File: src/rtl/div_iter.sv
// div_iter: multi-cycle radix-2 restoring divider for DIV/DIVU.
// Produces {remainder, quotient} 32 edges after a start is accepted, or
// a fixed all-zero result one edge after a start with a zero divisor.
module div_iter (
    input  logic        clk,
    input  logic        rst_n,
    input  logic        signed_div_i,
    input  logic [31:0] opdata1_i,
    input  logic [31:0] opdata2_i,
    input  logic        start_i,
    input  logic        annul_i,
    output logic [63:0] result_o,
    output logic        ready_o
);

    typedef enum logic [1:0] {
        DivFree,
        DivByZero,
        DivOn,
        DivEnd
    } div_state_t;

    div_state_t  state;
    div_state_t  state_next;

    logic [4:0]  cnt;
    logic [31:0] dvd_q;
    logic [32:0] rem_q;
    logic [31:0] dsr_q;
    logic        sgn_flag;
    logic        dvd_neg;
    logic        dsr_neg;

    logic        start_ok;
    logic [31:0] abs_a;
    logic [31:0] abs_b;
    logic [33:0] rem_shift;
    logic [33:0] diff;
    logic        q_bit;
    logic [32:0] rem_step;
    logic [31:0] quo_step;
    logic [31:0] quo_fix;
    logic [31:0] rem_fix;

    // One restoring step plus operand magnitudes and final sign fix-up.
    // dvd_q shifts out dividend bits at the top while quotient bits enter
    // at the bottom, so after 32 steps it holds the unsigned quotient.
    always_comb begin
        start_ok  = start_i && !annul_i;
        abs_a     = (signed_div_i && opdata1_i[31]) ? -opdata1_i : opdata1_i;
        abs_b     = (signed_div_i && opdata2_i[31]) ? -opdata2_i : opdata2_i;
        rem_shift = {rem_q, dvd_q[31]};
        diff      = rem_shift - {2'b00, dsr_q};
        q_bit     = ~diff[33];
        rem_step  = q_bit ? diff[32:0] : rem_shift[32:0];
        quo_step  = {dvd_q[30:0], q_bit};
        quo_fix   = (sgn_flag && (dvd_neg ^ dsr_neg)) ? -quo_step : quo_step;
        rem_fix   = (sgn_flag && dvd_neg) ? -rem_step[31:0] : rem_step[31:0];
    end

    // State register.
    always_ff @(posedge clk or negedge rst_n) begin
        if (!rst_n) begin
            state <= DivFree;
        end else begin
            state <= state_next;
        end
    end

    // Next-state decision; annul wins over completion while dividing.
    always_comb begin
        state_next = state;
        case (state)
            DivFree: begin
                if (start_ok) begin
                    state_next = (opdata2_i == 32'd0) ? DivByZero : DivOn;
                end
            end
            DivByZero: begin
                state_next = DivEnd;
            end
            DivOn: begin
                if (annul_i) begin
                    state_next = DivFree;
                end else if (cnt == 5'd31) begin
                    state_next = DivEnd;
                end
            end
            DivEnd: begin
                if (annul_i || !start_i) begin
                    state_next = DivFree;
                end
            end
            default: begin
                state_next = DivFree;
            end
        endcase
    end

    // Operand latching, iteration datapath and registered outputs.
    always_ff @(posedge clk or negedge rst_n) begin
        if (!rst_n) begin
            cnt      <= 5'd0;
            dvd_q    <= 32'd0;
            rem_q    <= 33'd0;
            dsr_q    <= 32'd0;
            sgn_flag <= 1'b0;
            dvd_neg  <= 1'b0;
            dsr_neg  <= 1'b0;
            result_o <= 64'd0;
            ready_o  <= 1'b0;
        end else begin
            case (state)
                DivFree: begin
                    if (start_ok && (opdata2_i != 32'd0)) begin
                        dvd_q    <= abs_a;
                        dsr_q    <= abs_b;
                        rem_q    <= 33'd0;
                        sgn_flag <= signed_div_i;
                        dvd_neg  <= opdata1_i[31];
                        dsr_neg  <= opdata2_i[31];
                        cnt      <= 5'd0;
                    end
                end
                DivByZero: begin
                    result_o <= 64'd0;
                    ready_o  <= 1'b1;
                end
                DivOn: begin
                    if (!annul_i) begin
                        rem_q <= rem_step;
                        dvd_q <= quo_step;
                        cnt   <= cnt + 5'd1;
                        if (cnt == 5'd31) begin
                            result_o <= {rem_fix, quo_fix};
                            ready_o  <= 1'b1;
                        end
                    end
                end
                DivEnd: begin
                    if (annul_i || !start_i) begin
                        result_o <= 64'd0;
                        ready_o  <= 1'b0;
                    end
                end
                default: begin
                    ready_o <= 1'b0;
                end
            endcase
        end
    end

endmodule

File: config.mk
export PLATFORM = sky130hd
export DESIGN_NAME = div_iter
export DESIGN_NICKNAME = d
export VERILOG_FILES = /design/src/rtl/div_iter.sv
export SDC_FILE = /design/constraint.sdc
export NUM_CORES = 1
export LEC_CHECK = 0
export ABC_CLOCK_PERIOD_IN_PS = 8300
export CORE_MARGIN = 2
export CORE_UTILIZATION = 54
export DETAILED_ROUTE_END_ITERATION = 8
export GPL_TIMING_DRIVEN = 0
export PLACE_DENSITY_LB_ADDON = 0.15
export SYNTH_ARGS = -nofsm -noshare
export SYNTH_HDL_FRONTEND = slang
export SYNTH_SLANG_ARGS = --single-unit
File: constraint.sdc
create_clock -name clk -period 8.3 [get_ports clk]
set_clock_uncertainty 0.15 [all_clocks]
set_input_delay 1.66 -clock clk [delete_from_list [all_inputs] [get_ports clk]]
set_output_delay 1.66 -clock clk [all_outputs]
set_load 0.005 [all_outputs]
# Yosys cells after proc, flatten, opt, wreduce, memory -nomap -nowiden
# Index checks and enable logic that the tools add are counted.
# totals
out_inout_bits	65
elab_cells	74
register_bits	172
ramBits	0
rom_bits	0
latch_bits	0
n_memories	0
# op_classes
eq_ne	10
n_lt_le_gt_ge	0
addsub	6
n_reduce_logical	18
bitwise_logic	2
mux	28
n_mul	0
shifts	0
div_mod_pow	0
# ops
cell	count
$mux W32	6
$mux W64	3
$pmux W64 S3	1
$neg A32 Y32	4
$mux W33	3
$pmux W33 S2	1
$pmux W32 S2	1
$sub A34 B32 Y34	1
$logic_not A32 Y1	1
$reduce_bool A32 Y1	1
$mux W2	5
$mux W5	2
$ne A2 B2 Y1 const B	5
$pmux W5 S2	1
$pmux W2 S4	1
$logic_and A1 B1 Y1	6
$reduce_and A3 Y1	2
$add A5 B1 Y5 const B	1
$eq A5 B5 Y1 const B	1
$eq A2 B2 Y1 const B	2
$reduce_and A4 Y1	1
$mux W1	3
$ne A3 B3 Y1 const B	1
$pmux W1 S3	1
other kinds (9)	10

# Depth between registers and ports, before layout
# logic_depth
ltp_word	7
depth_mapped	26
depth_no_buf	22

# Worst setup path after synthesis
# OpenSTA, ideal clock, no wires.
# synth_timing
path_type	register -> register
from	reg rem_q[16]
to	reg result_o[54]
setup_time_ns	0.130
stages_incl_launch_ff	26
slack_ns	3.248
period_less_slack_ns	5.052
arrival_ns	4.772
required_time_ns	8.020
cell_sequence	dfrtp_1 > ha_1 > buf_4 > nand4_2 > or3_1 > o31a_1 > a41oi_4 > o21a_4 > nor2_8 > inv_2 > buf_2 > buf_2 > buf_1 > nor2_1 > a21oi_1 > ha_1 > inv_1 > nor2_1 > o211ai_1 > nor4_1 > nand4_1 > o2bb2a_4 > nand3_1 > o31ai_1 > xnor2_1 > o21ai_1
# synth_between
elab_chain_cells	7
# synth_rtl
element	line_no	text
start, declared	28	logic [32:0] rem_q;
start signal, assigned	131	rem_q <= rem_step;
$sub A34 B32 Y34	53	diff = rem_shift - {2'b00, dsr_q};
$mux W33 (*)	55	rem_step = q_bit ? diff[32:0] : rem_shift[32:0];
$neg A32 Y32	58	rem_fix = (sgn_flag && dvd_neg) ? -rem_step[31:0] : rem_step[31:0];
$mux W32 (*)	58	
$mux W64 (*)	134	if (cnt == 5'd31) begin
$mux W64 (*)	130	if (!annul_i) begin
$pmux W64 S3 (*)	113	case (state)
end signal, assigned	135	result_o <= {rem_fix, quo_fix};
end, declared	12	output logic [63:0] result_o,
# Mark *: on every way between the ends. The rest lies on a longest branch, timed or not. The select of a mux whose other input is x is not followed.
# A chain may end at the register's enable or synchronous reset.

# Final worst setup path
# layout_timing
from	reg rem_q[16]
to	reg result_o[62]
# Same word-level chain as after synthesis.

==> run_results.csv <==
group,metric,value,unit
detailed_routing,drt_pass1_iterations,5,
clocking,post_cts_buffers,0,
outcome,status,"finished clean",
timing,setup_viol_count_final,0,
clocking,cts_buffers,17,
synthesis,synth_cell_types,82,
hold_path,min-delay-start,"result_o[41]$_DFFE_PN0P_",
synthesis,ys_seq_area_frac,0.353,
placed_design,io_buffers,133,
setup_path,r2r_end,"result_o[62]$_DFFE_PN0P_",
clocking,cts_tree,"done",
setup_path,arrival,6.76,ns
clocking,clk_pin_slew,0.08,ns
synthesis,synth_edf_count,0,
power,ir_drop,0.000156,V
synthesis,synth-xor-area-share,0.0961,
synthesis,synthFlopType,"dfrtp_1",
synthesis,synthCells,1526,
global_routing,gr-usage-all-layers,0.330,
setup_path,critical_path_class,"reg2reg",
detailed_routing,final_antenna_net_count,0,
timing,fin_tns_setup,0,ns
detailed_routing,drc,0,
synthesis,async_flop_share,1.00,
synthesis,synth_nets,1634,
floorplanning,fp.dieW,154,µm
global_routing,overflow,0,
global_routing,grt_max_degree,96,
floorplanning,ios,134,
synthesis,synthAdderAreaFrac,0.0406,
timing,finalCritPeriodShare,0.795,
timing,fin_crit,6.60,ns
detailed_routing,wl_per_cell,20.1,µm
floorplanning,core.rowCount,55,
setup_path,start_kind,"flop",
synthesis,synth_top_family_by_area,"compound AO/OA/AOI/OAI gates",
run,maxCapViolCount,0,
clocking,htree_levels,4,
placed_design,hpwl,30600,µm
synthesis,synth.avg_cell_area,8.00,µm²
timing,finalHoldViolCount,0,
timing,rsz0062_at_grt,"false",
hold_path,worstHoldPathCells,2,
timing,maxSlewViolCount,0,
timing,fin_hold_ws,0.329,ns
setup_path,r2r_slack,1.70,ns
timing,relSlewSlack,0.240,
synthesis,synth_compound_area_frac,0.236,
synthesis,synth-simple-area-share,0.210,
floorplanning,fp.dieH,154,µm
timing,tightest_slew,1.13,ns
global_routing,antenna_found_initial,0,
finish,nFillCells,1993,
finish,multiInputGateArea,0.00734,mm²
clocking,ctsRootBufferMaster,"clkbuf_16",
detailed_routing,num_vias,12300,
setup_path,worst_r2r_path_depth,25,
finish,diodes,0,
detailed_routing,viasPerCell,6.21,
finish,nets,1788,
clocking,clock_sinks,172,
clocking,clk_latency,0.44,ns
floorplanning,start_util,0.544,
finish,area_growth,19.1,%
setup_path,cp-end-kind,"flop",
timing,max_freq,152,MHz
floorplanning,core_area,0.0224,mm²
floorplanning,dieArea,0.0238,mm²
hold_path,hold_end,"result_o[41]$_DFFE_PN0P_",
setup_path,crit_fanout,10,
synthesis,synth_area,0.0122,mm²
power,p_leak,6.05,nW
global_routing,grt_first_pass_wirelength,61900,µm
clocking,postCtsHoldBufs,0,
hold_path,hp-class,"reg2reg",
power,power_density,178,mW/mm²
synthesis,yosysWarnings,0,
detailed_routing,drt_wl_total,39800,µm
synthesis,yosys_register_bits,172,
finish,regArea,0.00430,mm²
setup_path,required,8.46,ns
detailed_routing,drtIter0Drc,956,
global_routing,grt_pass1_vias,11400,
clocking,clk_path_buf_depth,2,
synthesis,muxShareOfSynthArea,0.0181,
setup_path,reg2reg_from,"rem_q[16]$_DFFE_PN0P_",
placed_design,gp_congestion,0.987,
clocking,cts_resized,0,
finish,drive_gt1_frac,0.0496,
## metrics by stage
stage | cells | total power, mW | cell area, µm² | util | worst slack, ns
after global placement | 1944 | 1.72 | 13900 | 0.619 | -1.85
after CTS | 1978 | 2.56 | 14500 | 0.648 | 1.83
after global routing | 1978 | 2.69 | 14500 | 0.648 | 1.37
final | 1978 | 2.58 | 14500 | 0.648 | 1.70
after detailed placement | 1946 | 1.74 | 13900 | 0.622 | 1.86
after floorplan | 1526 | 1.48 | 12200 | - | 3.25
## sequential cells by signal (all words and copies together), names as in the netlist
signal	flops
dvd_q	32
dvd_neg	1
sgn_flag	1
ready_o	1
state	2
dsr_q	32
dsr_neg	1
result_o	64
cnt	5
rem_q	33
## report_power, final
group | internal [mW] | total, mW | switching, mW
Clock | 0.435 | 0.842 | 0.407
Sequential | 0.907 | 0.977 | 0.0699
Combinational | 0.282 | 0.764 | 0.483
Total | 1.62 | 2.58 | 0.960
## Yosys cell counts, types with 4 or more instances
cell | count | area [µm²]
and2_1 | 13 | 81.3
ha_1 | 38 | 475
or3_1 | 24 | 150
buf_1 | 7 | 26.3
xnor2_1 | 75 | 657
nand2b_1 | 11 | 68.8
o21ai_1 | 19 | 95.1
o21ai_0 | 204 | 1020
nor3_1 | 40 | 200
a31oi_1 | 12 | 75.1
nor2_1 | 110 | 413
or4_1 | 8 | 60.1
buf_2 | 19 | 95.1
o21a_1 | 13 | 97.6
dfrtp_1 | 172 | 4300
nand4_1 | 20 | 125
nor2b_1 | 7 | 43.8
xor2_1 | 59 | 517
mux2i_1 | 21 | 210
or2_2 | 4 | 25.0
o211ai_1 | 8 | 60.1
nand2_1 | 207 | 777
o31ai_1 | 18 | 135
and3_1 | 6 | 37.5
nor4_1 | 19 | 119
a211oi_1 | 6 | 45.0
inv_1 | 55 | 206
a221o_1 | 7 | 70.1
o41ai_1 | 8 | 70.1
nand3_1 | 51 | 255
a21oi_1 | 118 | 591
clkbuf_1 | 58 | 218
a21o_1 | 17 | 128
## logic make-up (layout without fill, tap and decap cells)
| group | Yosys count | after routing |
|---|---|---|
| compound gates | 476 | 476 |
| fa+ha+maj | 39 | 39 |
| simple gates | 540 | 540 |
| buf+inv | 143 | 310 |
| mux | 22 | 22 |
| xor+xnor | 134 | 134 |
| flops | 172 | 172 |
## cells in the final DEF, fill, tap and decap left out, types with 11 or more instances in the layout
master           synthesis  final
clkbuf_1                58     59
dfrtp_1                172    172
nor2_1                 110    110
xor2_1                  59     59
nand2b_1                11     11
o21ai_0                204    204
clkdlybuf4s50_1          0    132
o31ai_1                 18     18
nand2_1                207    207
nor4_1                  19     18
o21ai_1                 19     19
a21o_1                  17     17
mux2i_1                 21     21
a31oi_1                 12     12
buf_2                   19     19
inv_1                   55     55
nand4_1                 20     20
a21oi_1                118    118
and2_1                  13     13
nand3_1                 51     51
or3_1                   24     24
o21a_1                  13     13
xnor2_1                 75     75
clkbuf_16                0     17
nor3_1                  40     40
ha_1                    38     38
## critical path: stages (launching register included)
cell       delay, ns
dfrtp_1         0.50
ha_1            0.34
buf_4           0.16
nand4_2         0.18
or3_1           0.35
o31a_1          0.28
a41oi_4         0.26
o21a_4          0.25
nor2_8          0.07
inv_2           0.17
buf_2           0.29
buf_2           0.34
buf_1           0.46
nor2_1          0.09
a21oi_1         0.25
ha_1            0.30
inv_1           0.06
nor2_1          0.11
o211ai_1        0.10
nor4_1          0.43
nand4_1         0.20
o2bb2a_4        0.31
o2111ai_1       0.23
o21ai_1         0.25
xnor2_1         0.21
o21ai_1         0.11
## how the worst max path moves through the flow
stage,start,end,cells past startpoint
5_1_grt,rem_q[25]$_DFFE_PN0P_,result_o[62]$_DFFE_PN0P_,24
2_1_floorplan,rem_q[16]$_DFFE_PN0P_,result_o[54]$_DFFE_PN0P_,25
3_5_place_dp,rem_q[16]$_DFFE_PN0P_,result_o[62]$_DFFE_PN0P_,25
6_report,rem_q[16]$_DFFE_PN0P_,result_o[62]$_DFFE_PN0P_,25
4_1_cts,rem_q[16]$_DFFE_PN0P_,result_o[62]$_DFFE_PN0P_,25
3_3_place_gp,rst_n,dsr_q[22]$_DFFE_PN0P_,1
## routing by layer
metal | vias up | wire length (µm) | GRT usage
met3 | 94 | 2630 | 0.0482
met2 | 538 | 18700 | 0.538
met5 | - | 0 | 0
met4 | 0 | 1340 | 0.123
met1 | 5916 | 17100 | 0.448
li1 | 5742 | - | -
## area by class of cell
cell class / instances / share of cell area
repair buffers: 135 / 0.0943
multi-input cells: 1211 / 0.505
clock inverters: 14 / 0.0113
flip-flops and latches: 172 / 0.296
well taps: 285 / 0.0245
plain buffers: 87 / 0.0249
clock buffers: 18 / 0.0295
inverters: 56 / 0.0145
Power figures use the tool's default switching activity.
